## src/rtl/dice_pkg.sv

```systemverilog
// Shared types and defaults for the dice roller datapath.
package dice_pkg;

  typedef enum logic [1:0] {
    IDLE,
    PRESS_WAIT,
    PRESSED,
    RELEASE_WAIT
  } btn_state_t;

  localparam int unsigned DEFAULT_DEBOUNCE_CYCLES = 500000;

endpackage

```

## src/rtl/sync2.sv

```systemverilog
// Generic two-flop synchronizer for bringing an asynchronous level into clk.
module sync2 (
  input  logic clk,
  input  logic reset,
  input  logic d,
  output logic q
);

  logic meta;

  // Two-stage capture; only q is safe to use downstream.
  always_ff @(posedge clk) begin
    if (reset) begin
      meta <= 1'b0;
      q    <= 1'b0;
    end else begin
      meta <= d;
      q    <= meta;
    end
  end

endmodule

```

## src/rtl/roll_button_conditioner.sv

```systemverilog
// Debounces the roll pushbutton, emitting one roll strobe per press plus a
// debounced level and a saturating count of accepted presses.
module roll_button_conditioner
  import dice_pkg::*;
#(
  parameter int unsigned DEBOUNCE_CYCLES = DEFAULT_DEBOUNCE_CYCLES,
  parameter int unsigned ROLLS_W         = 8
) (
  input  logic               clk,
  input  logic               reset,
  input  logic               btn_raw,
  output logic               roll,
  output logic               pressed,
  output logic [ROLLS_W-1:0] roll_count
);

  localparam int unsigned CNT_W = $clog2(DEBOUNCE_CYCLES + 1);
  localparam logic [CNT_W-1:0] CNT_LAST = CNT_W'(DEBOUNCE_CYCLES - 1);

  logic             btn_s;
  btn_state_t       state, state_n;
  logic [CNT_W-1:0] cnt, cnt_n;
  logic             roll_n;

  sync2 u_sync (
    .clk   (clk),
    .reset (reset),
    .d     (btn_raw),
    .q     (btn_s)
  );

  // State, debounce counter and registered outputs.
  always_ff @(posedge clk) begin
    if (reset) begin
      state   <= IDLE;
      cnt     <= '0;
      roll    <= 1'b0;
      pressed <= 1'b0;
    end else begin
      state   <= state_n;
      cnt     <= cnt_n;
      roll    <= roll_n;
      // Decoded from next state so pressed rises together with roll.
      pressed <= (state_n == PRESSED) || (state_n == RELEASE_WAIT);
    end
  end

  // Saturating count of accepted presses, one cycle behind roll.
  always_ff @(posedge clk) begin
    if (reset) begin
      roll_count <= '0;
    end else if (roll && (roll_count != '1)) begin
      roll_count <= roll_count + ROLLS_W'(1);
    end
  end

  // Next-state, counter and strobe decode.
  always_comb begin
    state_n = state;
    cnt_n   = cnt;
    roll_n  = 1'b0;
    case (state)
      IDLE: begin
        if (btn_s) begin
          state_n = PRESS_WAIT;
          cnt_n   = '0;
        end
      end
      PRESS_WAIT: begin
        if (!btn_s) begin
          state_n = IDLE;
          cnt_n   = '0;
        end else if (cnt == CNT_LAST) begin
          state_n = PRESSED;
          cnt_n   = '0;
          roll_n  = 1'b1;
        end else begin
          cnt_n = cnt + CNT_W'(1);
        end
      end
      PRESSED: begin
        if (!btn_s) begin
          state_n = RELEASE_WAIT;
          cnt_n   = '0;
        end
      end
      RELEASE_WAIT: begin
        if (btn_s) begin
          state_n = PRESSED;
          cnt_n   = '0;
        end else if (cnt == CNT_LAST) begin
          state_n = IDLE;
        end else begin
          cnt_n = cnt + CNT_W'(1);
        end
      end
      default: begin
        state_n = IDLE;
        cnt_n   = '0;
      end
    endcase
  end

endmodule

```

## config.mk

```make
export PLATFORM = sky130hd
export DESIGN_NAME = roll_button_conditioner
export DESIGN_NICKNAME = d
export VERILOG_FILES = /design/src/rtl/dice_pkg.sv /design/src/rtl/sync2.sv /design/src/rtl/roll_button_conditioner.sv
export SDC_FILE = /design/constraint.sdc
export NUM_CORES = 1
export LEC_CHECK = 0
export CORE_MARGIN = 3
export CORE_UTILIZATION = 40
export CTS_CLUSTER_DIAMETER = 200
export DETAILED_ROUTE_END_ITERATION = 8
export PLACE_DENSITY = 0.57
export RECOVER_POWER = 50
export SLEW_MARGIN = 10
export SYNTH_ARGS = -nofsm -noshare
export SYNTH_HDL_FRONTEND = slang
export SYNTH_SLANG_ARGS = --single-unit
```

## constraint.sdc

```tcl
create_clock -name clk -period 4.1 [get_ports clk]
set_input_delay 0.615 -clock clk [delete_from_list [all_inputs] [get_ports clk]]
set_output_delay 0.615 -clock clk [all_outputs]
set_load 0.02 [all_outputs]
```

Word level (Yosys, flattened, before mapping)
Index checks and enable logic that the tools add are counted.
- bits in registers: 33
- input port bits: 3
- add/subtract/negate cells: 2
- eq/ne operators: 10
- muxes and demuxes: 15
- bitwise gates (word level): 2
- reductions and logical operators: 5
- operator list (cell ; number):
    19-bit two-way mux ; 6
    19-bit one-hot mux with 4 select lines ; 1
    19-bit by 1-bit adder with 19-bit output (second input constant) ; 1
    19-bit == test (second input constant) ; 1
    2-bit two-way mux ; 6
    8-bit by 1-bit adder with 8-bit output (second input constant) ; 1
    2-bit == test (second input constant) ; 4
    8-bit inequality test (second input constant) ; 1
    2-bit one-hot mux with 4 select lines ; 1
    3-bit by 2-bit inequality test with 1-bit output (second input constant) ; 1
    3-bit AND reduction ; 1
    3-bit OR reduction ; 1
    2-bit by 1-bit == test with 1-bit output (second input constant) ; 1
    2-bit zero test ; 1
    2-bit by 1-bit inequality test with 1-bit output (second input constant) ; 1
    2-bit inequality test (second input constant) ; 1
    1-bit inverter ; 2
    1-bit logical AND ; 1
    1-bit logical OR ; 1
    1-bit two-way mux ; 1

Logic depth before layout (Yosys ltp)
Gate-level depths: netlist of the first run.
- word-level depth: 6
- mapped depth: 7

Cells and area by module
A second synthesis of the first run with hierarchy kept.
- cells, all modules: 178
- area, all modules: 1592.8 sq um
- modules (own cells, without submodules) (module ; times used ; cells an instance ; area each (sq um) ; seq. area each (sq um)):
    roll_button_conditioner ; 1 ; 174 ; 1540.2 ; 620.6
    sync2 ; 1 ; 4 ; 52.6 ; 40.0

Worst setup path after synthesis of the first run
OpenSTA, ideal clock, no wires.
- kind: register to register
- start point: register cnt[0]
- end point: register cnt[16]
- setup time: 0.120 ns
- arrival time: 1.709 ns
- data required time: 3.980 ns
- setup slack: 2.272 ns
- cell stages (with the launch flop): 7
- path buffers: 0
- cells stage by stage: dfxtp_1 -> ha_1 -> inv_1 -> nor4_1 -> nand3_1 -> and3_1 -> a211o_1
- longest elaborated chain between the ends: 4
- elaborated cells on any way between the ends: 9
- RTL lines (what ; RTL line ; RTL):
    from (decl) ; roll_button_conditioner.sv:22 ; logic [CNT_W-1:0] cnt, cnt_n;
    from (signal assigned) ; roll_button_conditioner.sv:41 ; cnt <= cnt_n;
    19-bit by 1-bit adder with 19-bit output or 19-bit == test (tied branches) ; - ;
    19-bit two-way mux (on tied branches) ; roll_button_conditioner.sv:91, roll_button_conditioner.sv:73 ;
    19-bit two-way mux (on tied branches) ; roll_button_conditioner.sv:88, roll_button_conditioner.sv:70 ;
    19-bit one-hot mux with 4 select lines ; roll_button_conditioner.sv:62 ; case (state)
Parallel ways exist; a longest one is shown, timed or not. The select of a mux whose other input is x is not followed.
A chain may end at the register's enable or synchronous reset.

==> impl_results.md, run 1 <==
* Status: finished clean
* Initial Util at 0.432
* CP max stage delay at between 0.9 and 1 ns
* Initial DRC count at 38
* CP cell instances: dlygate4sd3_1 -> inv_1 -> nand3_1 -> a21oi_1 -> and3_1 -> a211o_1
* GR Overflow Total at 0
* Minimum clock period at approximately 2.5 ns
* I/O pin count at 13
* Least-Margin Pin Slew at 0.784 ns
* Initial antenna violation count at 0
* Peak Freq at 0.405 GHz
* Syn_nets at 191
* Core area at ~3800 um2
* First-pass GRT wire length at between 5000 and 6000 um
* Crit end category: register
* MaxCap Viol Count at 0
* Post-DP HPWL at about 2400 um
* Die width at approximately 70 um
* Longest Clk Path Bufs at 2
* Number of vias per cell at 5.42
* Top Family by Delay on Critical Path: buffers and inverters
* Largest net degree at the start of global routing at 18
* Critical Path RT at roughly 4.3 ns
* RSZ-0062 raised after global routing: false
* Average cell area after synthesis at 8.82 um2
* Netlist Area Pre-Place at about 1600 um2
* P per Cell Area at 346 nW/um2
* Root Buffer: clkbuf_8
* Total Routing Usage GR at 0.144
* Slew Limit Fails at 0
* Final setup viols at 0
* TNS Setup at 0 ns
* Register area share after synthesis at 0.403
* Area Growth Syn to Fin at 15.5%
* CP bufs+invs at 2
* CTS tree: yes
* Layout cells sized above 1 at 0.0896
* Clock Sinks at 33
* Total Routed Length at about 3200 um
* Hold Crit Class: reg2reg
* Final Hold Viols at 0
* Tcrit/Tclk final at 0.602
* Worst path slowest cell: dlygate4sd3_1
* GP Congestion at 0.814
* Residual DRC at 0
* Critical path class: in2reg
* Critical Path Start Type: primary input
* Vias at about 1,400
* Critical-path maximum fanout at 17
* DR pass1 iterations at 4
* Chip height at between 70 and 80 um
* Vias in the first global route at around 1,200
* GR Util met1 at 0.197
* Latest clock arrival within the worst-skew pair at around 0.28 ns
* Met3 Track Usage GR at 0.0388
* Number of synthesized flops with an enable pin at 0
* ANT cells at 0
* Total CTS buffers at 5
* VDD IR-drop max at ~0.2 mV
* Post-CTS Resized at 0
* CTS Hold Bufs at 0
* Hold slack at approximately 0.46 ns
* Htree depth at 2
* Synth cell types at 46
* Relative slew margins at 0.470
* Clk_skew at ~0.0046 ns
* Critical path arrival at 2.64 ns
* Register bit total from synthesis at 33
* Leakage power at ~0.00072 uW
* Post-Syn Instances at 186
* Synth Flop Type: dfxtp_1
* Design area at 1890 um2
* Reg clk slew, reported paths at approximately 0.06 ns
* Synthesis Warnings at 0
* Avg WL per Cell at 13.0 um
* Final ANT Viol Nets at 0
* Busiest layer in global routing: met2
* Placed cell areas at approximately 1800 um2
* Die ar. at about 4900 um2
* FP Rows at 22
* Asr flop ratio synth at 0
* I/O Buffers at 12
* Post-CTS Setup Inserts at 0
* Layout net count at between 200 and 250
* Met2 Resource Use GR at 0.211
* R2r setup slk at 1.88 ns
==> cell usage in the layout (no fill, tap or decap), types with 5 or more instances in the layout <==
cell type and count:
a21oi_1 6, and3_1 8, clkbuf_8 6, dfxtp_1 33
dlygate4sd3_1 9, inv_1 6, nand2_1 11, nand3_1 15
nand4_1 5, nor2_1 26, or3_1 5, xnor2_1 7
xor2_1 8
==> routing by layer <==
layer  vias to the layer above  wire length [um]
met3                         7               112
met1                       631              1660
met5                         -                 0
li1                        690                 -
met4                         0                57
met2                        22              1410
==> synth_stat cells (all sizes together) (2+ instances only) <==
library cell	n	area, um2
nor3	3	26.3
and3	8	50.1
nand4	5	31.3
inv	6	22.5
nor3b	2	15.0
ha	2	25.0
nand3b	3	22.5
nand3	15	75.1
a221o	2	20.0
a21oi	7	38.8
xor2	9	86.3
a22oi	2	15.0
nand2	11	41.3
o31ai	4	43.8
nor4	3	25.0
or2	2	12.5
mux2i	3	30.0
clkbuf	3	11.3
o21ai	3	15.0
or3	5	31.3
or4	3	30.0
nor2b	3	18.8
dfxtp	33	661
nor2	28	110
a211o	2	17.5
buf	2	16.3
xnor2	7	61.3
==> cell type report <==
cell class,count,area (um2)
clock buffer,7,86.3
clock inverter,1,30.0
fill,367,1900
inverter,6,22.5
multi-input combinational,142,915
sequential,33,661
tap,48,60.1
timing repair buffer,12,120
==> worst paths after layout <==
check                         startpoint                    to  depth (start not counted)
setup / recovery                   reset  cnt[16]$_SDFFE_PP0P_                          6
hold / removal    u_sync.meta$_SDFF_PP0_   u_sync.q$_SDFF_PP0_                          1
setup reg to reg     cnt[9]$_SDFFE_PP0P_  cnt[16]$_SDFFE_PP0P_                          5
hold reg to reg   u_sync.meta$_SDFF_PP0_   u_sync.q$_SDFF_PP0_                          1
==> flip-flops by register name, summed over array words and instances (netlist names) <==
name	cells
cnt	19
pressed	1
roll	1
roll_count	8
state	2
u_sync.meta	1
u_sync.q	1
==> cell families after synthesis <==
kind of cell / synth area share
compound gates: 0.111
xor+xnor: 0.0900
fa+ha+maj: 0.0153
buf+inv: 0.0305
flops: 0.403
mux: 0.0183
simple gates: 0.333
==> through the flow <==
stage	std cells	worst slack (ns)	power [uW]	util
global placement	241	1.42	351	0.472
floorplan	186	2.27	347	-
finish	249	1.63	656	0.499
CTS	249	1.62	663	0.503
global route	249	1.37	683	0.499
detailed placement	241	1.32	352	0.472
==> power breakdown <==
group / total (uW) / switching [uW] / internal [uW]
logic: 19.3 / 12.5 / 6.83
registers: 325 / 2.20 / 322
clock network: 312 / 114 / 198
total: 656 / 128 / 527
Note: power is estimated with default switching activity, not from simulation.
==> run 2, diff against run 1 <==
==> constraint.sdc (replaced) <==
create_clock -name clk -period 2.3 [get_ports clk]
set_input_delay 0.345 -clock clk [delete_from_list [all_inputs] [get_ports clk]]
set_output_delay 0.345 -clock clk [all_outputs]
set_load 0.02 [all_outputs]
==> impl_results.md, run 2 (synthesis results as in run 1) <==
* Status: finished clean
* Largest net degree at the start of global routing at 17
* Longest Clk Path Bufs at 2
* Chip height at roughly 70 um
* Net Sw Frac at 0.193
* CTS Hold Bufs at 0
* Die width at approximately 70 um
* Slew Limit Fails at 0
* Root Buffer: clkbuf_8
* MaxCap Viol Count at 0
* CTS tree: yes
* Critical Path Start Type: register
* Final ANT Viol Nets at 0
* Critical-path maximum fanout at 11
* Post-CTS Setup Inserts at 0
* R2r setup slk at between 0.2 and 0.25 ns
* Clk_skew at around 0.0045 ns
* FP Rows at 22
* CP bufs+invs at 0
* Worst R2R Start: cnt[9]$_SDFFE_PP0P_
* Post-CTS Resized at 0
* Vias at about 1,400
* Initial antenna violation count at 0
* Avg WL per Cell at between 10 and 15 um
* NetSw at roughly 240 uW
* Pwr Total at ~1300 uW
* Reg clk slew, reported paths at 0.07 ns
* Area Growth Syn to Fin at 18.6%
* Layout cells sized above 1 at 0.107
* P per Cell Area at about 650 nW/um2
* Tcrit/Tclk final at 0.906
* I/O pin count at 13
* Peak Freq at between 0.4 and 0.5 GHz
* RSZ-0062 raised after global routing: false
* VDD IR-drop max at 0.308 mV
* P_int at between 1000 and 1500 uW
* Relative slew margins at 0.492
* Crit end category: register
* Total Routed Length at roughly 3600 um
* Initial DRC count at 47
* Hold Crit Class: reg2reg
* Worst path slowest cell: or4_1
* Minimum clock period at between 2 and 2.5 ns
* Critical path arrival at roughly 2.3 ns
* I/O Buffers at 12
* Critical Path RT at about 2.5 ns
* Latest clock arrival within the worst-skew pair at between 0.2 and 0.3 ns
* Largest Register: cnt
* First-pass GRT wire length at just under 6000 um
* Initial Util at 0.432
* TNS Setup at 0 ns
* Clock Sinks at 33
* Total CTS buffers at 5
* Register share of total power at 0.458
* Logic pwr share at 0.030
* Commonest non-fill, non-tap cell in the layout: dfxtp_1
* Crit path depth at 5
* Least-Margin Pin Slew at 0.762 ns
* Share of power burned in the clock network at 0.512
* Post-DP HPWL at approximately 2600 um
* Top Registers: cnt: 19 flops, roll_count: 8 flops, state: 2 flops
* CP cell instances: or4_1 -> nor3_4 -> a21oi_1 -> and3_1 -> a211o_1
* Number of vias per cell at 5.43
* Residual DRC at 0
* Top Family by Delay on Critical Path: simple AND/OR/NAND/NOR gates
* Final setup viols at 0
* GP Congestion at a little under 1
* Layout net count at between 200 and 250
* Core area at between 3000 and 4000 um2
* Worst r2r path cells at 5
* Commonest non-fill, non-tap cells in the layout: dfxtp_1 (33), nor2_1 (26), nand3_1 (15), nand2_1 (11), dlygate4sd3_1 (11)
* Flip-flop count of the largest register after layout at 19
* Worst Setup SP: cnt[9]$_SDFFE_PP0P_
* Reg2reg end: cnt[16]$_SDFFE_PP0P_
* DR pass1 iterations at 4
* Leakage power at approximately 0.00075 uW
* Final Hold Viols at 0
* Vias in the first global route at roughly 1,300
* CP Capture Point: cnt[16]$_SDFFE_PP0P_
* Critical path class: reg2reg
* GR Overflow Total at 0
* Htree depth at 2
* Total Routing Usage GR at 0.151
* CP max stage delay at between 0.5 and 0.6 ns
* ANT cells at 0
* Die ar. at ~5000 um2
## run 2: cell types whose count changed in the layout (fill, tap and decap cells not counted)
cell	before	now
buf_4	0	2
bufinv_16	1	2
clkbuf_1	1	2
clkbuf_8	6	5
clkdlybuf4s50_1	3	1
clkinv_2	0	1
dlygate4sd3_1	9	11
nor3_1	3	2
nor3_4	0	1
## run 2: per-layer routing
metal  up-vias  global-route usage  wire length (um)  share of wire
li1        697                   -                 -              -
met1       639               0.194              1710           0.48
met2        31               0.239              1650           0.46
met3         8              0.0432               138          0.039
met4         0              0.0574                63          0.018
met5         -                   0                 0              0
## run 2: power groups by stage
stage / registers (uW) / clock network (uW) / logic (uW)
2_1_floorplan: 590 / 0 / 28.8
3_3_place_gp: 591 / 0 / 38.1
3_5_place_dp: 591 / 0 / 39.0
4_1_cts: 578 / 664 / 39.1
5_1_grt: 579 / 685 / 41.4
6_report: 578 / 647 / 38.0
## run 2: final cells by class
| class | instances | area (um2) |
|---|---|---|
| inverters | 6 | 22.5 |
| clock buffers | 5 | 68.8 |
| fillers | 363 | 1850 |
| well taps | 48 | 60.1 |
| multi-input cells | 142 | 926 |
| flip-flops and latches | 33 | 661 |
| clock inverters | 3 | 65.1 |
| repair buffers | 16 | 143 |
## run 2: stage by stage
| stage | instances | util | setup WS (ns) | hold WS, ns | area (um2) |
|---|---|---|---|---|---|
| floorplan | 186 | - | 0.472 | 0.414 | 1640 |
| global placement | 245 | 0.480 | 0.294 | 0.427 | 1820 |
| detailed placement | 245 | 0.480 | 0.268 | 0.430 | 1820 |
| CTS | 253 | 0.515 | 0.252 | 0.447 | 1960 |
| global route | 253 | 0.512 | 0.0615 | 0.460 | 1950 |
| finish | 253 | 0.512 | 0.217 | 0.441 | 1950 |
## run 2: worst min-delay path by stage
stage                                 from                  end  slack (ns)  cells after the start
finish              u_sync.meta$_SDFF_PP0_  u_sync.q$_SDFF_PP0_        0.44                      1
global route        u_sync.meta$_SDFF_PP0_  u_sync.q$_SDFF_PP0_        0.46                      1
CTS                 u_sync.meta$_SDFF_PP0_  u_sync.q$_SDFF_PP0_        0.45                      1
detailed placement  u_sync.meta$_SDFF_PP0_  u_sync.q$_SDFF_PP0_        0.43                      1
global placement    u_sync.meta$_SDFF_PP0_  u_sync.q$_SDFF_PP0_        0.43                      1
floorplan           u_sync.meta$_SDFF_PP0_  u_sync.q$_SDFF_PP0_        0.41                      1
==> variant (config.mk and constraints of run 2) <==
Register the output `roll_count` once more; this adds one clock of latency there. The other outputs are not delayed to match.
--- a/src/rtl/roll_button_conditioner.sv
+++ b/src/rtl/roll_button_conditioner.sv
@@ -16,6 +16,8 @@
 
   localparam int unsigned CNT_W = $clog2(DEBOUNCE_CYCLES + 1);
   localparam logic [CNT_W-1:0] CNT_LAST = CNT_W'(DEBOUNCE_CYCLES - 1);
+
+  logic [ROLLS_W-1:0] roll_count_s0;
 
   logic             btn_s;
   btn_state_t       state, state_n;
@@ -48,9 +50,9 @@
   // Saturating count of accepted presses, one cycle behind roll.
   always_ff @(posedge clk) begin
     if (reset) begin
-      roll_count <= '0;
-    end else if (roll && (roll_count != '1)) begin
-      roll_count <= roll_count + ROLLS_W'(1);
+      roll_count_s0 <= '0;
+    end else if (roll && (roll_count_s0 != '1)) begin
+      roll_count_s0 <= roll_count_s0 + ROLLS_W'(1);
     end
   end
 
@@ -101,5 +103,9 @@
     endcase
   end
 
+  always_ff @(posedge clk) begin
+    roll_count <= roll_count_s0;
+  end
+
 endmodule
 
Check against the original RTL: no difference found for any inputs over 10 cycles, from zero or initial values and one cycle with reset high; that may be too few to reach the edited logic, so the function may still have changed.
==> variant against run 2 <==
- clock skew is 0.0037 ns higher
- area after synthesis is 13% higher
- sequential cell count is 8 higher
- largest power group is now sequential cells
- power is 8.2% higher
- critical path depth is 1 higher
- setup slack worse by 0.11 ns
- count of clock-buffer cells in the layout is 1 higher
- routed wire length is 7.6% higher
- hold slack worse by 0.046 ns
- cell area is 12% higher
==> variant: results (changes against run 2) <==
[run_status]
status = finished clean

[timing]
relSlewSlack_pct = 55.1  ; +5.9 points
setup_slack_ns = 0.104  ; -0.113 ns
finClkSkew_ns = 0.00815  ; +0.00368 ns

[setup_path]
cp_max_fo = 8  ; -3
r2r_cells = 6  ; +1
cp_data_arrival_time_ns = 2.38  ; +0.12 ns
r2r_end = cnt[9]$_SDFFE_PP0P_

[power]
p_leak_nw = 0.795  ; +5.5%
irDropWorstVdd_mv = 0.346  ; +12%

[finish]
drive_gt1_share_pct = 11.4  ; +0.63 points
nets = 224  ; +7.2%

[global_routing]
grt_pass1_wl_mm = 6.31  ; +5.8%
antenna_found_initial = 0  ; unchanged
grt_pass1_vias = 1333  ; +0.91%
grt_usage_pct = 14.9  ; -0.20 points

[synthesis]
syn-num-nets = 208  ; +8.9%
ys_top_cells_by_area = dfxtp_1, nand2_1, xor2_1, nor2_1, xnor2_1
synth_xor_area_share_pct = 6.17  ; -2.8 points
ys_ff_latch = 41  ; +24%
muxShareOfSynthArea_pct = 1.63  ; -0.20 points
ys_types = 47  ; +2.2%
synth.avg_cell_area_um2 = 9.10  ; +3.2%
synthAdderAreaFrac_pct = 1.36  ; -0.17 points
synth_compound_area_share_pct = 14.6  ; +3.6 points
ys_seq_area_share_pct = 44.4  ; +4.2 points
synth_commonest_cells = dfxtp_1, nand2_1, nor2_1, a21oi_1, nand3_1

[detailed_routing]
wl_per_cell_um = 14.1  ; +0.10%
drt_wl_total_mm = 3.83  ; +7.6%
vias = 1537  ; +12%
drt_iter0_drc = 112  ; +140%
first_pass_iters = 4  ; unchanged

[place]
dp_cells = 261  ; +6.5%
routabilityCongestion = 0.860  ; -11%
dp_hpwl_mm = 2.70  ; +5.0%
placed_cell_area_mm2 = 0.00202  ; +11%
post-place-ws_ns = 0.0628  ; -0.205 ns

[clock_network]
root_buffer = clkbuf_8
clock_latency_ns = 0.30  ; +0.02 ns

[hold_path]
hold_end = roll_count[5]$_DFF_P_
min-delay-start = roll_count_s0[5]$_SDFFE_PP0P_

-- variant: cell types whose count changed in the layout (fill, tap and decap cells not counted), moves of 3 or more --
cell / run 2 / this run
nor2_1: 26 / 16
dfxtp_1: 33 / 41
nand2_1: 11 / 19
a31oi_1: 1 / 7
nand3_1: 15 / 9
inv_1: 6 / 1
a21oi_1: 6 / 10
buf_4: 2 / 6
or4_1: 2 / 6
a22o_1: 0 / 3
a41oi_1: 0 / 3
and4_1: 0 / 3
-- variant: final cells by class --
class                           instances  area (µm²)
Fill cell                             409        2240
Multi-Input combinational cell        150         971
Sequential cell                        41         821
Timing Repair Buffer                   20         189
Clock buffer                            6        82.6
Tap cell                               52        65.1
Clock inverter                          2        37.5
Inverter                                1        3.75
-- variant: repair_timing --
action                     4_1_cts  5_1_grt
setup endpoints to repair        0       10
buffers inserted                 0        3
resized for setup                0        0
-- variant: worst max-delay path, cell delays in order, from the launching register on --
cell and delay [ns]:
dfxtp_1 0.35, or4_1 0.53, or4_4 0.57, o21ai_4 0.30, buf_4 0.18, or4_1 0.10, a21oi_1 0.06
-- variant: per-layer routing --
metal	GRT usage [%]	vias up	wire length (µm)
met1	21.2	726	1940
met2	21.6	29	1730
met4	7.44	0	22
met3	2.84	4	133
li1	-	778	-
met5	0	-	0
-- variant: per-stage QoR --
stage / utilization [%] / hold WS (ns)
floorplan: - / 0.363
global placement: 45.7 / 0.376
detailed placement: 45.7 / 0.384
CTS: 48.4 / 0.395
global route: 49.1 / 0.405
finish: 49.1 / 0.395
-- variant: where the power goes --
part	internal (mW)	total, mW	switching, mW
sequential	0.711	0.714	0.00265
combinational	0.0176	0.0418	0.0241
clock	0.353	0.611	0.258
